$ cat src/rtl/dcache_miss_ctrl.sv
// dcache_miss_ctrl: in-order MSHR queue issuing one block read at a time and filling the dcache.
// Encodings: mem_command BUS_NONE=0/BUS_LOAD=1, fill_size DOUBLE=3. Define DCACHE_MISS_FAST_FILL_EN to fill in the tag-match cycle.
module dcache_miss_ctrl #(
   parameter int MSHR_DEPTH = 4
) (
   input  logic        clock,
   input  logic        reset,
   input  logic        miss_valid,
   input  logic [31:0] miss_addr,
   output logic        miss_ready,
   output logic [1:0]  mem_command,
   output logic [31:0] mem_addr,
   input  logic [3:0]  mem_response,
   input  logic [63:0] mem_data,
   input  logic [3:0]  mem_tag,
   output logic        fill_en,
   output logic [31:0] fill_addr,
   output logic [63:0] fill_data,
   output logic [1:0]  fill_size,
   output logic        busy
);
   localparam int AW = $clog2(MSHR_DEPTH);
   localparam logic [1:0] BUS_NONE = 2'd0;
   localparam logic [1:0] BUS_LOAD = 2'd1;
   localparam logic [1:0] DOUBLE = 2'd3;
`ifdef DCACHE_MISS_FAST_FILL_EN
   typedef enum logic [1:0] {IDLE, REQ, WAIT} state_t;
`else
   typedef enum logic [1:0] {IDLE, REQ, WAIT, FILL} state_t;
   logic [63:0] data_q, data_d;
`endif
   state_t state, nxt;
   logic [28:0] q [MSHR_DEPTH];
   logic [MSHR_DEPTH-1:0] vld, head_oh;
   logic [AW-1:0] head, tail;
   logic [3:0] tag_q, tag_d;
   logic [31:0] head_blk;
   logic match, full, push, pop, hit, remain;
   always_comb begin
      match = 1'b0;
      for (int i = 0; i < MSHR_DEPTH; i++)
         if (vld[i] && q[i] == miss_addr[31:3]) match = 1'b1;
   end
   assign full = &vld;
   assign miss_ready = match | ~full;
   assign push = miss_valid & ~match & ~full;
   assign head_blk = {q[head], 3'b000};
   assign head_oh = MSHR_DEPTH'(1) << head;
   assign remain = (|(vld & ~head_oh)) | push;
   // tag_q is nonzero only in WAIT, so an idle mem_tag of 0 can never hit
   assign hit = (tag_q != 4'd0) && (mem_tag == tag_q);
   assign fill_size = DOUBLE;
   assign busy = (state != IDLE) | (|vld);
   always_comb begin
      nxt = state;
      mem_command = BUS_NONE;
      mem_addr = '0;
      fill_en = 1'b0;
      fill_addr = '0;
      fill_data = '0;
      pop = 1'b0;
      tag_d = '0;
`ifndef DCACHE_MISS_FAST_FILL_EN
      data_d = data_q;
`endif
      case (state)
         IDLE: nxt = |vld ? REQ : IDLE;
         REQ: begin
            mem_command = BUS_LOAD;
            mem_addr = head_blk;
            tag_d = mem_response;
            nxt = mem_response != 4'd0 ? WAIT : REQ;
         end
         WAIT: begin
            tag_d = hit ? 4'd0 : tag_q;
`ifdef DCACHE_MISS_FAST_FILL_EN
            fill_en = hit;
            fill_addr = hit ? head_blk : '0;
            fill_data = hit ? mem_data : '0;
            pop = hit;
            nxt = hit ? (remain ? REQ : IDLE) : WAIT;
`else
            data_d = hit ? mem_data : data_q;
            nxt = hit ? FILL : WAIT;
`endif
         end
`ifndef DCACHE_MISS_FAST_FILL_EN
         FILL: begin
            fill_en = 1'b1;
            fill_addr = head_blk;
            fill_data = data_q;
            pop = 1'b1;
            nxt = remain ? REQ : IDLE;
         end
`endif
         default: nxt = IDLE;
      endcase
   end
   always_ff @(posedge clock) begin
      if (reset) begin
         state <= IDLE;
         vld <= '0;
         head <= '0;
         tail <= '0;
         tag_q <= '0;
`ifndef DCACHE_MISS_FAST_FILL_EN
         data_q <= '0;
`endif
      end else begin
         state <= nxt;
         tag_q <= tag_d;
`ifndef DCACHE_MISS_FAST_FILL_EN
         data_q <= data_d;
`endif
         if (push) begin
            q[tail] <= miss_addr[31:3];
            vld[tail] <= 1'b1;
            tail <= tail + 1'b1;
         end
         if (pop) begin
            vld[head] <= 1'b0;
            head <= head + 1'b1;
         end
      end
   end
endmodule

$ cat config.mk
export PLATFORM = sky130hd
export DESIGN_NAME = dcache_miss_ctrl
export DESIGN_NICKNAME = d
export VERILOG_FILES = /design/src/rtl/dcache_miss_ctrl.sv
export SDC_FILE = /design/constraint.sdc
export NUM_CORES = 1
export LEC_CHECK = 0
export ABC_AREA = 0
export BUFFER_PORTS_ARGS = -buffer_cell sky130_fd_sc_hd__buf_2
export CAP_MARGIN = 10
export CORE_MARGIN = 8
export CORE_UTILIZATION = 40
export DETAILED_ROUTE_END_ITERATION = 12
export HOLD_SLACK_MARGIN = 0.03
export PLACE_DENSITY = 0.65
export SLEW_MARGIN = 20
export SYNTH_ARGS = -nofsm -noshare
export SYNTH_HDL_FRONTEND = slang
export SYNTH_SLANG_ARGS = --single-unit
$ cat constraint.sdc
create_clock -name clock -period 2.65 [get_ports clock]
set_input_delay 0.1325 -clock clock [delete_from_list [all_inputs] [get_ports clock]]
set_output_delay 0.1325 -clock clock [all_outputs]
set_load 0.02 [all_outputs]
=== Word-level counts from Yosys, hierarchy flattened ===
Memories as Yosys holds them, arrays and structs flattened. A register that Yosys moved wholly into a read port is not among the register bits.
Index checks and enable logic that the tools add are counted.

* Flip-flop bits (word level): 78
* Bits in latches: 0
* Memory bits (writable): 116
* Memory bits (read-only): 0
* Input bits: 107
* Output and inout bits: 135
* Word-level logic and storage cells: 78
* Memories kept: 1

{| class="wikitable"
|+ Memories
! memory !! words !! bits a word !! rd ports !! clocked after Yosys merged registers in !! write ports !! line !! RTL
|-
| q || 4 || 29 || 5 || 1 || 1 || 33 || <nowiki>logic [28:0] q [MSHR_DEPTH];</nowiki>
|}

* Add/sub/neg operators: 2
* $mul: 0
* Div/mod/pow operators: 0
* $lt $le $gt $ge: 4
* Eq/ne operators: 9
* Shift operators: 1
* Multiplexer cells: 28
* Bitwise gates (word level): 12
* Reductions and logical operators: 15

{| class="wikitable"
|+ Operators by type and width
! cell !! number
|-
| $eq A29 B29 Y1 || 4
|-
| $mux W32 || 2
|-
| $mux W64 || 1
|-
| $mux W4 || 4
|-
| $mux W1 || 14
|-
| $and A4 B4 Y4 || 2
|-
| $not A4 Y4 || 2
|-
| $pmux W2 S4 || 1
|-
| $pmux W4 S2 || 1
|-
| $reduce_bool A4 Y1 || 2
|-
| $reduce_or A4 Y1 || 2
|-
| $logic_and A1 B1 Y1 || 7
|-
| $lt A2 B3 Y1 const B || 2
|-
| $mux W2 || 3
|-
| $add A2 B1 Y2 const B || 2
|-
| $demux W1 S2 || 2
|-
| $eq A2 B2 Y1 const B || 2
|-
| $eq A4 B4 Y1 || 1
|-
| $ge A2 B1 Y1 const B || 2
|-
| $or A4 B4 Y4 || 1
|-
| $reduce_and A4 Y1 || 1
|-
| $shl A1 B2 Y4 const A || 1
|-
| $or A1 B1 Y1 || 3
|-
| $and A1 B1 Y1 || 2
|-
| 6 further kinds || 7
|}

=== Logic depth before layout (Yosys ltp) ===
An unclocked memory read counts as a cell.

* Word-level depth: 14
* Gate-level depth with buffers: 8
* Depth with buffers taken out: 6

=== Worst setup path before layout ===
OpenSTA, ideal clock, no wires.

* Kind: register to register
* Start: memory q[3][7]
* End: memory q[3][0], enable pin
* Setup time: 389 ps
* Data arrival time: 1841 ps
* Data required time: 2261 ps
* Slack: 420 ps
* Stages on the path, launching flop included: 7
* Buffers on the path: 0
* Clock period less this slack: 2230 ps
* Path through: edfxtp_1 > xor2_1 > nor4_1 > nand4_1 > o22ai_2 > nor3_2 > and3_1

{| class="wikitable"
|+ RTL lines
! element !! line
|-
| start: declaration || 33
|}

=== Worst setup path after layout ===
* Start: input miss_addr[22]
* End: output miss_ready

* Longest elaborated chain between the ends: 7
* Elaborated cells between the ends (all ways): 13
* Classes of those cells: eq/ne (4); mux (4); bitwise (1); reduce/logical (4)

{| class="wikitable"
|+ RTL lines
! element !! line !! RTL
|-
| start: declaration || 9 || <nowiki>input logic [31:0] miss_addr,</nowiki>
|-
| $eq A29 B29 Y1 || 42 || <nowiki>if (vld[i] && q[i] == miss_addr[31:3]) match = 1'b1;</nowiki>
|-
| $logic_and A1 B1 Y1 || 42 ||
|-
| $mux W1 (3 in series) || 42 ||
|-
| $mux W1 (*) || 42 ||
|-
| $or A1 B1 Y1 (*) || 45 || <nowiki>assign miss_ready = match | ~full;</nowiki>
|-
| end: declaration || 10 || <nowiki>output logic miss_ready,</nowiki>
|}

Mark *: on every way between the ends. The rest lies on a longest branch, timed or not.

==> reports/results.txt <==
Fin crit share: 93.8%
Clock Tree Buf Depth: 2
Worst endpoint required time: 2.52 ns
Kind of critical path: in2out
Fin nets: 1,263
Synthesized area: 9400 µm²
Post-synthesis cell count: 838
Largest family of logic cells by synthesized area: simple AND/OR/NAND/NOR gates
Leak: 5.20 nW
Crit path arrival time: 2.35 ns
# setup viols final: 0
Htree depth: 4
Seq/Total Area, Yosys: 54.1%
Cts bufs inserted: 17
Fillers: 1,984
Top FF cell, synth: edfxtp_1
Residual DRC: 0
Maxcap violations: 0
Synth Area in Compound Gates: 4.95%
Area grow syn2layout: 33.1%
I/O Buffers: 229
Die ar.: 28,700 µm²
Root buf cell: clkbuf_16
Clk_lat worst skew: 0.44 ns
1st-iter DRT viols: 716
Inst Count DP: 1,351
Total grt overflow: 0
Post-synth EDFFs: 116
Largest net degree at the start of global routing: 75
PwrDens: 589 nW/µm²
Adder-cell share of the synthesized area: 1.06%
Crit path launch type: primary input
Met1 WL: 11,200 µm
Fin. Hold Viols: 0
Layout cells sized above 1: 27.3%
Clock Sinks: 196
GRT Resource Usage Total: 18.8%
XOR/XNOR Fraction of Synth Area: 11.3%
Avg Synthesized Cell Area: 11.2 µm²
PostCTS Resize Cnt: 0
Simple-gate share of the synthesized area: 18.0%
# rows: 56
CTS tree: built
Vias in the first global route: 7,594
Core area: 23,300 µm²
Max Slew Vio Count: 0
Syn. warnings: 0
DR WL met2: 13,600 µm
Vias: 7,430
Total Negative Setup Slacks: 0 ns
Initial antenna violation count: 0
Highest routed layer: met4
Post-CTS Setup Bufs: 0
Drt total wl: 27,300 µm
Maximum vdd drop: 0.000357 V
DRT Pass-1 Iters: 7
Final min period: 2.49 ns
Chip Height: 169 µm
GP Congestion: 0.842
CTS clk-pin slew, worst paths: 0.07 ns
Routed length per instance: 18.4 µm
Antenna Nets Post-Route: 0
Hold Buf Count CTS: 97
Final Skew: 0.0190 ns
Least-Margin Pin Slew: 0.790 ns
Dpl hpwl: 18,600 µm
Die X: 169 µm
Relative slew slack: 47.3%
IO Pins: 242
ANT cells: 0
Worst min-delay path class: in2reg
Mux contribution to synthesized area: 7.17%
Met3 WL: 1980 µm
RSZ-0062 raised after global routing: no
Outcome: finished clean
Vias per cell: 5.02
FF+latch count, synth: 196
Initial Util: 40.4%
Async SR Flop Fraction: 0%
First-pass GRT wire length: 42,200 µm
Critical Path Sink Type: primary output
Post-route non-filler standard cell count: 1,480
Largest fanout on the critical path: 8
Max Clk Rate: 402 MHz
Cell variety after synth: 36
-- final timing paths --
kind	endpoint	cells after the start	slack (ns)	start
worst max register to register	q[0][2]$_DFFE_PP_	7	0.29	q[1][27]$_DFFE_PP_
worst min register to register	data_q[7]$_SDFFE_PP0P_	2	0.45	data_q[7]$_SDFFE_PP0P_
worst min-delay path	state[0]$_SDFF_PP0_	4	0.15	reset
worst max-delay path	miss_ready	8	0.16	miss_addr[22]
-- layout make-up --
| class | count | area, µm² | share of cell area (%) |
|---|---|---|---|
| Inverter | 9 | 33.8 | 0.270 |
| Clock buffer | 18 | 450 | 3.60 |
| Clock inverter | 14 | 195 | 1.56 |
| Timing Repair Buffer | 344 | 2330 | 18.6 |
| Sequential cell | 196 | 5090 | 40.6 |
| Tap cell | 319 | 399 | 3.19 |
| Multi-Input combinational cell | 580 | 4030 | 32.2 |
-- synthesized netlist by cell type, types with 8 or more instances --
master	instances	area, µm²
inv_1	9	33.8
clkbuf_1	37	139
buf_4	14	105
buf_2	9	45.0
xor2_1	118	1030
nand4_1	9	56.3
ha_1	8	100
and2_1	59	369
dfxtp_1	80	1600
nor4_1	32	200
nand2_1	135	507
mux4_2	29	653
nor2_1	13	48.8
a21oi_1	70	350
and3_1	68	425
edfxtp_1	116	3480
-- logic make-up (layout without fill, tap and decap cells) --
logic type                 after synthesis  after routing
and+or+nand+nor                        327            327
adders and majority gates                8              8
buffers and inverters                   69            385
DFF                                    196            196
muxes                                   31             31
xor gates and xnor gates               121            121
other                                    2              9
AOI/OAI and AO/OA                       84             84
-- critical path: stages --
cell and delay (ns):
dlygate4sd3_1 0.53, buf_2 0.18, xor2_1 0.18, nor4_1 0.47, nand4_1 0.21, o22ai_2 0.29, or3_1 0.18, buf_2 0.18
-- routing by layer --
layer / track usage, % / vias to the layer above
li1: - / 3558
met1: 23.1 / 3541
met2: 32.5 / 298
met3: 4.12 / 33
met4: 5.89 / 0
met5: 0 / -
-- power by group --
part	switching, mW	internal, mW	total (mW)
clock network	1.38	1.38	2.76
logic	0.761	0.490	1.25
registers	0.0582	3.30	3.36
total	2.20	5.17	7.37
-- cells in the final DEF (no fill, tap or decap), types with 4 or more instances in the layout --
cell / count
a21oi_1: 70
inv_12: 6
edfxtp_1: 116
and3_1: 68
and2_1: 59
nand2_1: 135
buf_12: 6
a22oi_1: 4
nand4_1: 9
nor2_1: 13
nor4_1: 32
dlygate4sd3_1: 97
buf_4: 12
conb_1: 9
o211ai_1: 4
dfxtp_1: 77
mux4_2: 29
ha_1: 8
xor2_1: 118
inv_1: 9
clkbuf_16: 18
buf_2: 229
-- sequential cells by signal, indices dropped and copies added (netlist names), named ones only --
| name | count |
|---|---|
| tag_q | 4 |
| q | 116 |
| head | 2 |
| tail | 2 |
| data_q | 64 |
| state | 1 |
| vld | 4 |
-- metrics by stage --
| step | hold WS, ns | cell area, µm² | power [mW] | util (%) | setup slack, ns |
|---|---|---|---|---|---|
| final | 0.149 | 12500 | 7.37 | 53.8 | 0.163 |
| after global routing | 0.193 | 12500 | 7.64 | 53.8 | 0.0299 |
| after CTS | 0.128 | 12500 | 7.44 | 53.8 | 0.147 |
| after detailed placement | 0.379 | 10900 | 4.57 | 46.9 | 0.309 |
| after global placement | 0.375 | 10900 | 4.56 | 46.9 | 0.335 |
| after floorplan | 0.231 | 9430 | 4.11 | - | 0.420 |
(Power assumes the default switching activity.)
